--- src/rtl/rv_pipe_pkg.sv ---
// Shared pipeline constants and the occupancy state type for the instruction-word stages.
package rv_pipe_pkg;

  localparam int unsigned XLEN   = 32;
  localparam logic [31:0] NOP_IW = 32'h0000_0013;

  typedef enum logic [1:0] {
    EMPTY = 2'd0,
    ONE   = 2'd1,
    FULL  = 2'd2
  } occ_e;

endpackage

--- src/rtl/iw_skid_reg.sv ---
// Two-entry skid buffer (output register + skid register) with flush and a programmable idle value.
module iw_skid_reg
  import rv_pipe_pkg::*;
#(
  parameter int unsigned    W        = 8,
  parameter logic [W-1:0]   IDLE_VAL = '0
) (
  input  logic         clk,
  input  logic         rst,
  input  logic         flush,
  input  logic         push,
  input  logic         pop,
  input  logic [W-1:0] din,
  output logic [W-1:0] dout,
  output logic         valid,
  output logic         full
);

  occ_e         state;
  logic [W-1:0] out_q;
  logic [W-1:0] skid_q;

  always_ff @(posedge clk or posedge rst) begin
    if (rst) begin
      state  <= EMPTY;
      out_q  <= IDLE_VAL;
      skid_q <= '0;
    end else if (flush) begin
      state  <= EMPTY;
      out_q  <= IDLE_VAL;
      skid_q <= '0;
    end else begin
      case (state)
        EMPTY: begin
          if (push) begin
            out_q <= din;
            state <= ONE;
          end
        end
        ONE: begin
          if (push && !pop) begin
            skid_q <= din;
            state  <= FULL;
          end else if (push && pop) begin
            out_q <= din;
          end else if (pop) begin
            out_q <= IDLE_VAL;
            state <= EMPTY;
          end
        end
        FULL: begin
          // the skid word is always younger, so it refills the output register
          if (pop) begin
            out_q  <= skid_q;
            skid_q <= '0;
            state  <= ONE;
          end
        end
        default: begin
          state  <= EMPTY;
          out_q  <= IDLE_VAL;
          skid_q <= '0;
        end
      endcase
    end
  end

  assign dout  = out_q;
  assign valid = (state != EMPTY);
  assign full  = (state == FULL);

endmodule

--- src/rtl/iw_select_stage.sv ---
// N-way instruction-word selector feeding decode through a registered, back-pressured skid buffer.
module iw_select_stage #(
  parameter int unsigned     XLEN   = rv_pipe_pkg::XLEN,
  parameter int unsigned     N_SRC  = 3,
  parameter int unsigned     SEL_W  = $clog2(N_SRC),
  parameter logic [XLEN-1:0] NOP_IW = XLEN'(rv_pipe_pkg::NOP_IW)
) (
  input  logic                  clk,
  input  logic                  rst,
  input  logic [N_SRC*XLEN-1:0] src_iw,
  input  logic [N_SRC-1:0]      src_valid,
  input  logic [SEL_W-1:0]      sel,
  output logic                  in_ready,
  input  logic                  stall,
  input  logic                  flush,
  output logic [XLEN-1:0]       out_iw,
  output logic [SEL_W-1:0]      out_src,
  output logic                  out_valid,
  input  logic                  out_ready,
  output logic                  illegal_sel
);

  logic [XLEN-1:0]       cand [N_SRC];
  logic [XLEN-1:0]       sel_iw;
  logic                  sel_valid;
  logic                  sel_legal;
  logic                  push;
  logic                  pop;
  logic                  full;
  logic [XLEN+SEL_W-1:0] din;
  logic [XLEN+SEL_W-1:0] dout;

  for (genvar g = 0; g < N_SRC; g++) begin : g_cand
    assign cand[g] = src_iw[g*XLEN +: XLEN];
  end

  // an out-of-range select matches no candidate and is accepted as a NOP
  always_comb begin
    sel_iw    = NOP_IW;
    sel_valid = 1'b1;
    sel_legal = 1'b0;
    for (int unsigned i = 0; i < N_SRC; i++) begin
      if (sel == SEL_W'(i)) begin
        sel_iw    = cand[i];
        sel_valid = src_valid[i];
        sel_legal = 1'b1;
      end
    end
  end

  assign in_ready = !stall && !flush && !full;
  assign push     = sel_valid && in_ready;
  assign pop      = out_valid && out_ready;
  assign din      = sel_legal ? {sel_iw, sel} : {NOP_IW, {SEL_W{1'b0}}};

  iw_skid_reg #(
    .W        (XLEN + SEL_W),
    .IDLE_VAL ({NOP_IW, {SEL_W{1'b0}}})
  ) u_skid (
    .clk   (clk),
    .rst   (rst),
    .flush (flush),
    .push  (push),
    .pop   (pop),
    .din   (din),
    .dout  (dout),
    .valid (out_valid),
    .full  (full)
  );

  assign out_iw  = dout[SEL_W +: XLEN];
  assign out_src = dout[SEL_W-1:0];

  always_ff @(posedge clk or posedge rst) begin
    if (rst) illegal_sel <= 1'b0;
    else     illegal_sel <= push && !sel_legal;
  end

endmodule

--- config.mk ---
export PLATFORM = sky130hd
export DESIGN_NAME = iw_select_stage
export DESIGN_NICKNAME = d
export VERILOG_FILES = /design/src/rtl/rv_pipe_pkg.sv /design/src/rtl/iw_skid_reg.sv /design/src/rtl/iw_select_stage.sv
export SDC_FILE = /design/constraint.sdc
export NUM_CORES = 1
export LEC_CHECK = 0
export CAP_MARGIN = 20
export CORE_MARGIN = 2
export CORE_UTILIZATION = 30
export CTS_CLUSTER_DIAMETER = 30
export DETAILED_ROUTE_END_ITERATION = 16
export PLACE_DENSITY_LB_ADDON = 0.2
export SLEW_MARGIN = 10
export SYNTH_ARGS = -nofsm -noshare
export SYNTH_HDL_FRONTEND = slang
export SYNTH_HIERARCHICAL = 1
export SYNTH_SLANG_ARGS = --single-unit
export TNS_END_PERCENT = 5
--- constraint.sdc ---
create_clock -name clk -period 3.3 [get_ports clk]
set_input_delay 0.33 -clock clk [delete_from_list [all_inputs] [get_ports clk]]
set_output_delay 0.33 -clock clk [all_outputs]
set_load 0.005 [all_outputs]
==> reports/metrics.csv <==
stage,metric,value,unit
timing,Slew @ Worst Pin,0.883,ns
timing,Max-slew headroom,41.0,%
synthesis,Syn Nets,453,
floorplanning,Starting Density,30.9,%
clock_network,cts hold-fix bufs,0,
synthesis,Synth Area in XOR/XNOR,0.470,%
clock_network,worst-case clock buffer depth,2,
worst_hold_path,Hold Path Class,in -> async,
layout,"most common cell after layout, fill and taps aside",clkdlybuf4s50_1,
synthesis,largest family of logic cells by synthesized area,compound AO/OA/AOI/OAI gates,
clock_network,Resized Gates After CTS,0,
synthesis,Synth cell types,35,
global_routing,"Remaining Overflow, GRT",0,
layout,register area,1780,um2
clock_network,Clock transition at path regs,0.05,ns
clock_network,setup repair bufs after CTS,0,
worst_setup_path,Critical Path AT,2.96,ns
drt,Iter 0 DRT Violations,147,
synthesis,post-synthesis sequential area ratio,47.8,%
floorplanning,IO Count,143,
layout,nets@finish,580,
layout,# fillers,1149,
timing,unrepaired setup endpoints after global routing,no,
clock_network,Root Driver,clkbuf_16,
floorplanning,total core area,12100,um2
drt,DRT Wirelength,11.0,mm
drt,met2 WL,5.53,mm
placement,dpl ws,0.383,ns
timing,final setup margin,0.585,ns
floorplanning,Die X,115,um
synthesis,post-synthesis compound-gate area fraction,28.6,%
placement,global placement routability congestion,0.797,
timing,Final setup viols,0,
timing,setup TNS,0,ns
drt,Post-route DRC,0,
worst_setup_path,crit path kind,reg -> reg,
timing,Fmax,0.368,GHz
clock_network,Worst-Skew Late Latency,0.32,ns
synthesis,Mapped Cells,347,
floorplanning,Die ar.,13300,um2
drt,top layer in use,met4,
drt,ANT nets after route,0,
status,status,completed,
layout,Area Growth Syn to Fin,48.7,%
clock_network,TritonCTS clock tree,done,
clock_network,TritonCTS buffer count,9,
timing,Final Slew Violations,0,
timing,Tmin final,2.72,ns
layout,n_diodes,0,
synthesis,Ys Warns,6,
layout,most frequent cells in the layout,"140 x clkdlybuf4s50_1, 68 x dfrtp_1, 35 x a22o_1",
flow_run,Max Cap Viol,0,
placement,Post-DP HPWL,7.50,mm
pwr,PD cells,428,nW/um2
drt,routed len/inst,17.0,um
synthesis,area share of and/or/nand/nor cells after synthesis,7.08,%
floorplanning,# rows,40,
synthesis,"flops & latches, synth",71,
synthesis,post-synthesis adder-cell area fraction,0,%
clock_network,H-tree depth,3,
timing,clock skew,0.00427,ns
pwr,Lkg Pwr,2.37,nW
global_routing,vias in the first global route,3316,
pwr,Peak VDD IR,221,uV
timing,Final Cycle Share,82.3,%
layout,"Core Util, Final",45.9,%
layout,area of the multi-input gates,1710,um2
drt,met3 routed wirelength,728,um
drt,Vias,3260,
drt,Pre-Repair DR Iteration Count,4,
global_routing,largest net degree at the start of global routing,37,
floorplanning,Die H,115,um
worst_setup_path,crit path launch type,flop,
drt,routed vias/inst,5.04,
worst_setup_path,Worst Setup End Kind,flop,
synthesis,Post-Syn Area,3730,um2
placement,Port Buf Inserts,142,
worst_setup_path,CP Max Fanout,19,
clock_network,CTS Sinks,71,
synthesis,Post-Syn Area per Cell,10.7,um2
worst_setup_path,CP required,3.54,ns
layout,share of layout cells above drive strength 1,8.56,%
timing,Fin. Hold Viols,0,
synthesis,multiplexer share of the synthesized area,9.40,%
global_routing,Tot GR Track Use,17.0,%
global_routing,global-route wire length before repair,17.4,mm
drt,Met1 Wirelength,4.63,mm
global_routing,antenna violations before repair,0,
==> critical path, stage by stage, from the launching register on <==
cell and delay (ns):
dfrtp_1 0.56, nor2_1 0.29, inv_1 0.09, and2_1 0.26, nor2_1 0.21, a22o_1 0.66, buf_4 0.35, nor2b_1 0.15
a21oi_1 0.05
==> cells by family after synthesis <==
group,Yosys count
compound gates,143
flops,71
simple gates,56
buf+inv,41
mux,34
xor+xnor,2
==> state kept, by name (all words and copies together), names as in the netlist <==
| signal | count |
|---|---|
| u_skid/dout | 34 |
| illegal_sel | 1 |
| u_skid/skid_q | 34 |
| u_skid/state | 2 |
==> where the power goes <==
| group | leakage [nW] | internal, mW | switching [mW] |
|---|---|---|---|
| registers | 0.976 | 0.897 | 0.0175 |
| logic | 1.24 | 0.228 | 0.189 |
| clock network | 0.156 | 0.682 | 0.357 |
==> per-layer routing <==
layer / up-vias / global-route usage (%)
li1: 1565 / -
met3: 8 / 4.08
met2: 101 / 30.3
met5: - / 0
met1: 1586 / 20.4
met4: 0 / 4.58
==> cell usage after synthesis, drive strengths merged <==
| master | count | area [um2] |
|---|---|---|
| a31oi | 2 | 12.5 |
| o2bb2ai | 29 | 254 |
| o22a | 4 | 35.0 |
| o221a | 1 | 11.3 |
| mux2i | 29 | 290 |
| nand2b | 1 | 13.8 |
| mux2 | 5 | 60.1 |
| nor4 | 1 | 6.26 |
| and2 | 1 | 6.26 |
| clkbuf | 6 | 22.5 |
| a22oi | 31 | 233 |
| nor3 | 1 | 5.00 |
| inv | 6 | 22.5 |
| nor2 | 7 | 28.8 |
| a22o | 35 | 307 |
| xnor2 | 1 | 8.76 |
| and3 | 2 | 12.5 |
| dfrtp | 68 | 1700 |
| or2 | 1 | 8.76 |
| a32oi | 1 | 8.76 |
| a21o | 1 | 7.51 |
| nand2 | 32 | 120 |
| dfstp | 3 | 78.8 |
| o21ai | 33 | 165 |
| a21boi | 1 | 7.51 |
| a21oi | 5 | 25.0 |
| xor2 | 1 | 8.76 |
| nor2b | 10 | 62.6 |
| buf | 29 | 204 |
==> path summary, 6_finish.rpt <==
kind,from,end,slack (ns),cells after the start
min in group clk,sel[0],illegal_sel,0.44,2
worst max register to register,u_skid/state[1],u_skid/dout[2],0.58,8
max in group asynchronous,rst,u_skid/dout[6],2.07,3
worst min-delay path,rst,illegal_sel,0.19,2
worst max-delay path,u_skid/state[1],u_skid/dout[2],0.58,8
worst min register to register,u_skid/dout[6],u_skid/dout[6],0.48,2
==> layout make-up <==
cell class	count	share of cell area, %
Timing Repair Buffer	151	26.9
Multi-Input combinational cell	235	30.9
Inverter	6	0.406
Sequential cell	71	32.1
Clock buffer	11	4.38
Tap cell	168	3.79
Clock inverter	5	1.47
==> per-stage QoR <==
step | instance area, um2 | hold WS, ns | cells | total power [mW]
4_1_cts | 5540 | 0.179 | 647 | 2.40
3_3_place_gp | 5220 | 0.464 | 631 | 1.35
6_report | 5540 | 0.187 | 647 | 2.37
3_5_place_dp | 5220 | 0.467 | 631 | 1.35
2_1_floorplan | 3730 | 0.0587 | 347 | 1.13
5_1_grt | 5540 | 0.207 | 647 | 2.48
Power figures use the tool's default switching activity.
